`src/rtl/ski_pkg.sv`:
```
// Shared widths, field positions, status codes and FSM encoding for the SKI
// reduction datapath.
package ski_pkg;

  localparam int NODE_W    = 65;
  localparam int CTX_W     = 95;
  localparam int RES_W     = 129;
  localparam int PAYLOAD_W = 63;

  localparam int NODE_TAG_HI = 64;
  localparam int NODE_TAG_LO = 63;
  localparam int CTX_TAG_HI  = 94;
  localparam int CTX_TAG_LO  = 93;

  localparam int RES_VALID  = 128;
  localparam int RES_TAG_HI = 127;
  localparam int RES_TAG_LO = 126;
  localparam int RES_A_HI   = 125;
  localparam int RES_A_LO   = 63;
  localparam int RES_B_HI   = 62;
  localparam int RES_B_LO   = 0;

  typedef enum logic [1:0] {
    STATUS_NORMAL = 2'b00,
    STATUS_LIMIT  = 2'b01,
    STATUS_ABORT  = 2'b10
  } statusE;

  typedef enum logic [2:0] {
    IDLE, RD0, RD1, LAT, CHECK, WR0, WR1, DONE
  } stateE;

endpackage

```
`src/rtl/ski_reduce_ctrl.sv`:
```
// Fetches a node pair from the heap, presents it to the external rewrite
// checker and writes matched results back until normal form, budget or abort.
module ski_reduce_ctrl
  import ski_pkg::*;
#(
  parameter int ADDR_W    = 10,
  parameter int MAX_STEPS = 1000
) (
  input  logic              system1000,
  input  logic              system1000_rst,
  input  logic              start_i,
  input  logic [ADDR_W-1:0] ptr_i,
  input  logic [CTX_W-1:0]  ctx0_i,
  input  logic [CTX_W-1:0]  ctx1_i,
  input  logic              abort_i,
  output logic [ADDR_W-1:0] mem_addr_o,
  output logic              mem_re_o,
  output logic              mem_we_o,
  output logic [NODE_W-1:0] mem_wdata_o,
  input  logic [NODE_W-1:0] mem_rdata_i,
  output logic [NODE_W-1:0] chk_ww_o,
  output logic [NODE_W-1:0] chk_ww1_o,
  output logic [CTX_W-1:0]  chk_ww2_o,
  output logic [CTX_W-1:0]  chk_ww3_o,
  input  logic [RES_W-1:0]  chk_result_i,
  output logic              busy_o,
  output logic              done_o,
  output logic [1:0]        status_o,
  output logic [15:0]       steps_o
);

  stateE                state;
  logic [ADDR_W-1:0]    ptrReg;
  logic [PAYLOAD_W-1:0] resB;
  logic                 abortPending;

  logic [ADDR_W-1:0] ptrNext;
  logic              limitReached;
  logic [15:0]       stepsInc;

  assign ptrNext      = ptrReg + ADDR_W'(1);
  assign limitReached = (steps_o == 16'(MAX_STEPS));
  assign stepsInc     = (steps_o == 16'hFFFF) ? steps_o : steps_o + 16'd1;

  // Outputs are registered, so each transition also sets the strobes and
  // address that belong to the state being entered.
  always_ff @(posedge system1000 or posedge system1000_rst) begin
    if (system1000_rst) begin
      state        <= IDLE;
      ptrReg       <= '0;
      resB         <= '0;
      abortPending <= 1'b0;
      mem_addr_o   <= '0;
      mem_re_o     <= 1'b0;
      mem_we_o     <= 1'b0;
      mem_wdata_o  <= '0;
      chk_ww_o     <= '0;
      chk_ww1_o    <= '0;
      chk_ww2_o    <= '0;
      chk_ww3_o    <= '0;
      busy_o       <= 1'b0;
      done_o       <= 1'b0;
      status_o     <= STATUS_NORMAL;
      steps_o      <= '0;
    end else begin
      mem_re_o <= 1'b0;
      mem_we_o <= 1'b0;
      done_o   <= 1'b0;
      case (state)
        IDLE: begin
          if (start_i) begin
            ptrReg       <= ptr_i;
            chk_ww2_o    <= ctx0_i;
            chk_ww3_o    <= ctx1_i;
            steps_o      <= '0;
            abortPending <= 1'b0;
            busy_o       <= 1'b1;
            mem_re_o     <= 1'b1;
            mem_addr_o   <= ptr_i;
            state        <= RD0;
          end
        end
        RD0: begin
          if (abort_i) begin
            status_o <= STATUS_ABORT;
            done_o   <= 1'b1;
            state    <= DONE;
          end else begin
            mem_re_o   <= 1'b1;
            mem_addr_o <= ptrNext;
            state      <= RD1;
          end
        end
        RD1: begin
          chk_ww_o <= mem_rdata_i;
          if (abort_i) begin
            status_o <= STATUS_ABORT;
            done_o   <= 1'b1;
            state    <= DONE;
          end else begin
            state <= LAT;
          end
        end
        LAT: begin
          chk_ww1_o <= mem_rdata_i;
          if (abort_i) begin
            status_o <= STATUS_ABORT;
            done_o   <= 1'b1;
            state    <= DONE;
          end else begin
            state <= CHECK;
          end
        end
        CHECK: begin
          if (abort_i) begin
            status_o <= STATUS_ABORT;
            done_o   <= 1'b1;
            state    <= DONE;
          end else if (!chk_result_i[RES_VALID]) begin
            status_o <= STATUS_NORMAL;
            done_o   <= 1'b1;
            state    <= DONE;
          end else if (limitReached) begin
            status_o <= STATUS_LIMIT;
            done_o   <= 1'b1;
            state    <= DONE;
          end else begin
            resB        <= chk_result_i[RES_B_HI:RES_B_LO];
            mem_we_o    <= 1'b1;
            mem_addr_o  <= ptrReg;
            mem_wdata_o <= {chk_result_i[RES_TAG_HI:RES_TAG_LO],
                            chk_result_i[RES_A_HI:RES_A_LO]};
            state       <= WR0;
          end
        end
        // An abort seen here is deferred so the second word still lands.
        WR0: begin
          abortPending <= abort_i;
          mem_we_o     <= 1'b1;
          mem_addr_o   <= ptrNext;
          mem_wdata_o  <= {2'b00, resB};
          state        <= WR1;
        end
        WR1: begin
          steps_o      <= stepsInc;
          abortPending <= 1'b0;
          if (abort_i || abortPending) begin
            status_o <= STATUS_ABORT;
            done_o   <= 1'b1;
            state    <= DONE;
          end else begin
            mem_re_o   <= 1'b1;
            mem_addr_o <= ptrReg;
            state      <= RD0;
          end
        end
        DONE: begin
          busy_o <= 1'b0;
          state  <= IDLE;
        end
        default: state <= IDLE;
      endcase
    end
  end

endmodule
```
`config.mk`:
```
export PLATFORM = sky130hd
export DESIGN_NAME = ski_reduce_ctrl
export DESIGN_NICKNAME = d
export VERILOG_FILES = /design/src/rtl/ski_pkg.sv /design/src/rtl/ski_reduce_ctrl.sv
export SDC_FILE = /design/constraint.sdc
export NUM_CORES = 1
export LEC_CHECK = 0
export CORE_AREA = 2 2 315 317
export DETAILED_ROUTE_END_ITERATION = 6
export DIE_AREA = 0 0 317 319
export GPL_TIMING_DRIVEN = 0
export PLACE_DENSITY = 0.55
export SLEW_MARGIN = 10
export SYNTH_ARGS = -nofsm -noshare
export SYNTH_HDL_FRONTEND = slang
export SYNTH_SLANG_ARGS = --single-unit
export TNS_END_PERCENT = 20
```
`constraint.sdc`:
```
create_clock -name system1000 -period 42.3 [get_ports system1000]
set_input_delay 4.23 -clock system1000 [delete_from_list [all_inputs] [get_ports system1000]]
set_output_delay 4.23 -clock system1000 [all_outputs]
set_load 0.03 [all_outputs]
```
==> impl_metrics.tcl, run 1 <==
set metrics [dict create \
    cts_tree "done" \
    leakagePower_nw 14.0 \
    synthCells 1775 \
    chipWidth_um 317 \
    finalHoldViolCount 0 \
    post-dp-hpwl_mm 57.6 \
    synth.cell_area_um2 19500 \
    criticalPathCategory "primary input to flip-flop" \
    die_area_um2 101000 \
    initial_core_util_pct 20.0 \
    wl_per_cell_um 18.9 \
    yosysSeqAreaShare_pct 63.4 \
    ys_types 59 \
    slowest_delay_ns 0.89 \
    path_delay_family "buffers and inverters" \
    power.density_nw_per_um2 83.8 \
    io_pins 815 \
    path_cells "clkdlybuf4s50_1 > nand3_1 > clkbuf_1 > clkbuf_1 > nand2_1 > nand2_1" \
    ff2ff_path_depth 7 \
    vdd_drop_max_v 0.0000362 \
    viasPerCell 4.02 \
    worst_ep_required_time_ns 42.85 \
    hp-start "chk_ww3_o[55]" \
    p_total_mw 2.61 \
    maxSlewViolCount 0 \
    cp.arrival_ns 7.17 \
    synth_edf_count 0 \
    yosysTopAreaCell "dfrtp_1" \
    postRouteAntennaNets 0 \
    synthArstFlopShare_pct 100 \
    antenna_found_initial 4 \
    status "complete, but fails checks" \
    place_congestion 0.827 \
    critPathSlowestCell "clkbuf_1" \
    synth_area_leaders "dfrtp_1, nand2_1, mux2_2" \
    grt_pass1_vias 16791 \
    rsz0062_at_grt "false" \
    regArea_um2 12400 \
    max_freq_ghz 0.151 \
    synth_ff_type "dfrtp_1" \
    fin_crit_sh_pct 15.6 \
    skew_ns 0.0288 \
    slew_headroom_pct 24.3 \
    grt_use_total_pct 14.4 \
    cts_made_buffers 57 \
    crit_fanout 10 \
    cts.clk_slew.worst_paths_ns 0.06 \
    grt_pass1_wl_mm 110 \
    worstMarginPinSlew_ns 1.14 \
    ys_seq_elements 494 \
    violations "design-rule violations" \
    drive_above_1_share_pct 13.6 \
    drtIter0Drc 771 \
    wl_mm 75.2 \
    first_pass_iters 7 \
    n_fill_cell 9990 \
    coreArea_um2 97700 \
    grt-ovfl-total 0 \
    ctsHoldBuffers 0 \
    cp_num_buf_inv 3 \
    insertion_delay_ns 0.64 \
    grt_max_degree 105 \
    die_h_um 319 \
    multiInputGateArea_um2 6410 \
    hold_depth 2 \
    cts_setup_buffers 0 \
    crit_path_start_kind "primary input" \
    yosysTopAreaCellShare_pct 63.4 \
    hp-class "flip-flop to flip-flop" \
    ctsResizeCount 0 \
    via_count 16001 \
    reg2reg_slack_ns 39.24 \
    nets 3054 \
    syn-num-nets 2176 \
    end_kind "flip-flop" \
    hold_end "chk_ww3_o[55]" \
    maxCapViolCount 0 \
    rows 115 \
    setup-tns-final_ns 0 \
    clockRootBuffer "clkbuf_16" \
    period_needed_ns 6.62 \
    htree_levels 2 \
    r2r-start "state[2]" \
    setup_viol 0 \
    synth_area_per_cell_um2 11.0 \
    clock-sinks 494 \
    yosys_warnings 0 \
    io_buffers 814 \
    clockBufferDepth 3 \
    drc 2 \
    area_growth_pct 60.1 \
    timing.rr.end "chk_ww2_o[91]" \
]
worst reg2reg max path, stage by stage, from the launching register on:
cell and delay, ns:
dfrtp_1 0.32, buf_2 0.23, inv_1 0.13, nand3_1 0.64, clkbuf_1 0.53, clkbuf_1 0.90, nand2_1 0.15, nand2_1 0.10
stage by stage:
| stage | cells | worst slack, ns | hold WS, ns | instance area, µm² | utilization (%) |
|---|---|---|---|---|---|
| after floorplan | 1775 | 24.28 | 0.480 | 19500 | - |
| after global placement | 3876 | 16.77 | 0.457 | 29300 | 29.9 |
| after detailed placement | 3881 | 34.70 | 0.461 | 29400 | 30.1 |
| after CTS | 3978 | 35.37 | 0.476 | 31200 | 31.9 |
| after global routing | 3979 | 35.33 | 0.491 | 31200 | 31.9 |
| final | 3980 | 35.68 | 0.471 | 31200 | 31.9 |
kinds of logic after synthesis:
group | count (synthesis) | synth area share [%]
mux | 209 | 12.1
xor+xnor | 8 | 0.359
buf+inv | 171 | 3.73
fa+ha+maj | 3 | 0.193
compound gates | 176 | 5.38
simple gates | 714 | 14.9
flops | 494 | 63.4
report_power, final:
part | switching, mW | total [mW] | internal, mW | leakage (nW)
sequential | 0.133 | 0.837 | 0.703 | 6.05
clock | 0.206 | 0.484 | 0.279 | 0.893
combinational | 0.745 | 1.29 | 0.548 | 7.04
total | 1.08 | 2.61 | 1.53 | 14.0
layout make-up:
class	count	area share [%]
Tap cell	1287	5.16
Multi-Input combinational cell	1110	20.5
Clock inverter	14	0.409
Buffer	99	1.46
Antenna cell	2	0.0160
Sequential cell	494	39.6
Inverter	72	0.890
Timing Repair Buffer	819	26.6
Clock buffer	83	5.37
synth_stat cells, types with 5 or more instances:
cell / number
a21oi_1: 72
buf_2: 56
clkbuf_1: 35
dfrtp_1: 494
inv_1: 72
mux2_2: 201
mux2i_1: 5
nand2_1: 630
nand3_1: 13
nand4_1: 6
nor2_1: 20
nor3_1: 13
o21ai_0: 13
o22ai_1: 64
xnor2_1: 8
registers in the layout (all words and copies together) (netlist names):
register / flops
mem_wdata_o: 65
chk_ww3_o: 95
chk_ww1_o: 65
state: 3
chk_ww_o: 65
resB: 63
mem_re_o: 1
mem_we_o: 1
steps_o: 16
status_o: 2
done_o: 1
chk_ww2_o: 95
busy_o: 1
mem_addr_o: 10
abortPending: 1
ptrReg: 10
per-layer routing:
metal	vias to the layer above	routed length (µm)	track usage, %	share of wire, %
li1	7593	-	-	-
met1	7727	29800	16.7	40
met2	563	36800	24.9	49
met3	114	6200	4.76	8.2
met4	4	2430	4.63	3.2
met5	-	27	0	0.036
how the worst max path moves through the flow:
stage,start,to,cells after the start
2_1_floorplan,system1000_rst,abortPending,1
5_1_grt,start_i,chk_ww2_o[94],6
6_report,start_i,chk_ww2_o[91],6
3_5_place_dp,start_i,chk_ww2_o[91],6
4_1_cts,start_i,chk_ww2_o[91],6
3_3_place_gp,system1000_rst,steps_o[4],2
placed cells by master (no fill, tap or decap), types with 5 or more instances in the layout:
cell type	Yosys	routed
clkbuf_8	0	13
mux2i_1	5	5
nor2_1	20	20
buf_2	56	56
inv_1	72	71
clkinv_2	0	9
nand2_1	630	630
o21ai_0	13	13
clkdlybuf4s50_1	0	814
nand3_1	13	13
nand4_1	6	6
mux2_2	201	201
buf_16	0	5
xnor2_1	8	8
nor3_1	13	13
o22ai_1	64	64
a21oi_1	72	72
dfrtp_1	494	494
clkbuf_16	0	58
clkbuf_1	35	47
Note: power is estimated with default switching activity, not from simulation.
==> run 2, diff against run 1 <==
--- a/config.mk
+++ b/config.mk
@@ -5,11 +5,11 @@
 export SDC_FILE = /design/constraint.sdc
 export NUM_CORES = 1
 export LEC_CHECK = 0
-export CORE_AREA = 2 2 315 317
+export CORE_AREA = 2 2 313 315
 export DETAILED_ROUTE_END_ITERATION = 6
-export DIE_AREA = 0 0 317 319
+export DIE_AREA = 0 0 315 317
 export GPL_TIMING_DRIVEN = 0
-export PLACE_DENSITY = 0.55
+export PLACE_DENSITY = 0.57
 export SLEW_MARGIN = 10
 export SYNTH_ARGS = -nofsm -noshare
 export SYNTH_HDL_FRONTEND = slang
==> constraint.sdc (replaced) <==
create_clock -name system1000 -period 5.37 [get_ports system1000]
set_input_delay 0.537 -clock system1000 [delete_from_list [all_inputs] [get_ports system1000]]
set_output_delay 0.537 -clock system1000 [all_outputs]
set_load 0.03 [all_outputs]
==> run 2 against run 1 <==
Effect of this change: the flow now finishes without violations; clock power grew to 8.5 times the previous value; wire length is 1.0% lower; sequential power grew to 7.9 times the previous value; highest routed layer unchanged.
==> impl_metrics.tcl, run 2 (synthesized netlist as in run 1, its figures left out) <==
set metrics [dict create \
    skew_ns 0.0306 \
    maxSlewViolCount 0 \
    viasPerCell 4.03 \
    clockBufferDepth 3 \
    leakagePower_nw 14.2 \
    cts_tree "done" \
    grt_pass1_wl_mm 108 \
    area_growth_pct 61.9 \
    vdd_drop_max_v 0.000331 \
    cp.arrival_ns 3.73 \
    dp.cells 3881 \
    setup_viol 0 \
    clockRootBuffer "clkbuf_16" \
    grt_max_degree 37 \
    combPwrFrac_pct 48.9 \
    path_cells "buf_2 > inv_1 > nand3_1 > clkbuf_1 > clkbuf_1 > nand2_1 > nand2_1" \
    hp-class "primary input to async pin" \
    wl_mm 74.5 \
    critPathSlowestCell "clkbuf_1" \
    drtIter0Drc 689 \
    layout_common_cells "clkdlybuf4s50_1, nand2_1, dfrtp_1" \
    postRouteAntennaNets 0 \
    reg_top3 "chk_ww2_o x95, chk_ww3_o x95" \
    cts.clk_slew.worst_paths_ns 0.06 \
    grt_use_total_pct 14.3 \
    grt_pass1_vias 17006 \
    post-dp-hpwl_mm 57.6 \
    p_seq_share_pct 31.5 \
    rows 114 \
    setup_slack_ns 2.21 \
    status "finished, final reports clean" \
    multiInputGateArea_um2 6410 \
    intPower_mw 12.3 \
    die_area_um2 99900 \
    finalHoldViolCount 0 \
    via_count 16085 \
    worstMarginPinSlew_ns 1.06 \
    ctsHoldBuffers 0 \
    worst_ep_required_time_ns 5.94 \
    clock-sinks 494 \
    drive_above_1_share_pct 14.2 \
    regArea_um2 12400 \
    place_congestion 0.828 \
    criticalPathCategory "flip-flop to flip-flop" \
    insertion_delay_ns 0.66 \
    power.density_nw_per_um2 662 \
    maxCapViolCount 0 \
    switching_power_mw 8.59 \
    post_dp_cell_area_um2 29600 \
    chipWidth_um 315 \
    grt-ovfl-total 0 \
    dpl_worst_slack_ns 1.32 \
    fin_crit_sh_pct 58.9 \
    cts_setup_buffers 0 \
    final_area_um2 31600 \
    max_freq_ghz 0.316 \
    n_fill_cell 9911 \
    final_common_cell "clkdlybuf4s50_1" \
    drc 0 \
    io_pins 815 \
    crit_path_start_kind "flip-flop" \
    power.share.clock_pct 19.6 \
    period_needed_ns 3.16 \
    antenna_found_initial 8 \
    end_kind "flip-flop" \
    ctsResizeCount 0 \
    io_buffers 814 \
    final_cells 3995 \
    crit_fanout 10 \
    die_h_um 317 \
    rsz0062_at_grt "false" \
    slew_headroom_pct 29.0 \
    wl_per_cell_um 18.6 \
    coreArea_um2 96300 \
    cts_made_buffers 58 \
    nets 3066 \
    htree_levels 2 \
    slowest_delay_ns 0.86 \
    first_pass_iters 5 \
    swShare_pct 41.1 \
    initial_core_util_pct 20.2 \
]
run 2: changes by cell type in the layout (fill, tap and decap cells not counted):
cell / delta
clkinvlp_4: +1
clkbuf_1: +3
inv_8: -1
clkinv_8: -1
bufinv_16: +3
buf_16: -4
clkbuf_8: +4
clkinv_16: +1
buf_12: +15
diode_2: +3
clkinv_2: +2
run 2: worst paths after layout:
kind                           startpoint            end  slack (ns)  cells after the start
setup / recovery                 state[2]  chk_ww2_o[89]        2.21                      7
hold / removal             system1000_rst  chk_ww3_o[60]        0.30                      2
setup reg to reg                 state[2]  chk_ww2_o[89]        2.21                      7
hold reg to reg             chk_ww3_o[31]  chk_ww3_o[31]        0.47                      2
max in group asynchronous  system1000_rst   chk_ww_o[26]        3.45                      7
min in group system1000        ctx1_i[60]  chk_ww3_o[60]        0.42                      3
run 2: final cells by class:
type	instances	share of cell area (%)
flip-flops and latches	494	39.2
diodes	5	0.0396
inverters	72	0.868
plain buffers	99	1.45
repair buffers	830	26.9
well taps	1276	5.06
clock inverters	19	0.765
multi-input cells	1110	20.3
clock buffers	90	5.52
run 2: power by group through the flow:
stage               clock network [mW]  registers [mW]  logic [mW]
finish                            4.10            6.58        10.2
global route                      4.39            6.81        10.9
CTS                               4.24            6.59        10.4
detailed placement                   0            6.62        10.3
global placement                     0            6.60        10.3
floorplan                            0            9.48        2.75
run 2: worst max-delay path: cells and delay by family, from the launching register on:
kind | cells | cell delay [ns]
buffers and inverters | 4 | 1.98
flip-flops | 1 | 0.31
AND/OR/NAND/NOR | 3 | 0.77
run 2: layer usage:
metal  up-vias  GRT usage [%]  routed length [µm]
met3       112           5.07                6520
met4         6           5.34                2330
met2       567           25.0               37200
li1       7636              -                   -
met5         -              0                  41
met1      7764           15.9               28400
run 2: stage by stage:
stage	utilization (%)	power (mW)	hold WS, ns	TNS, ns
after floorplan	-	12.2	0.480	-922.57
after global placement	30.4	16.9	0.457	-2922.77
after detailed placement	30.7	17.0	0.461	0
after CTS	32.8	21.2	0.244	0
after global routing	32.8	22.1	0.331	0
final	32.8	20.9	0.296	0
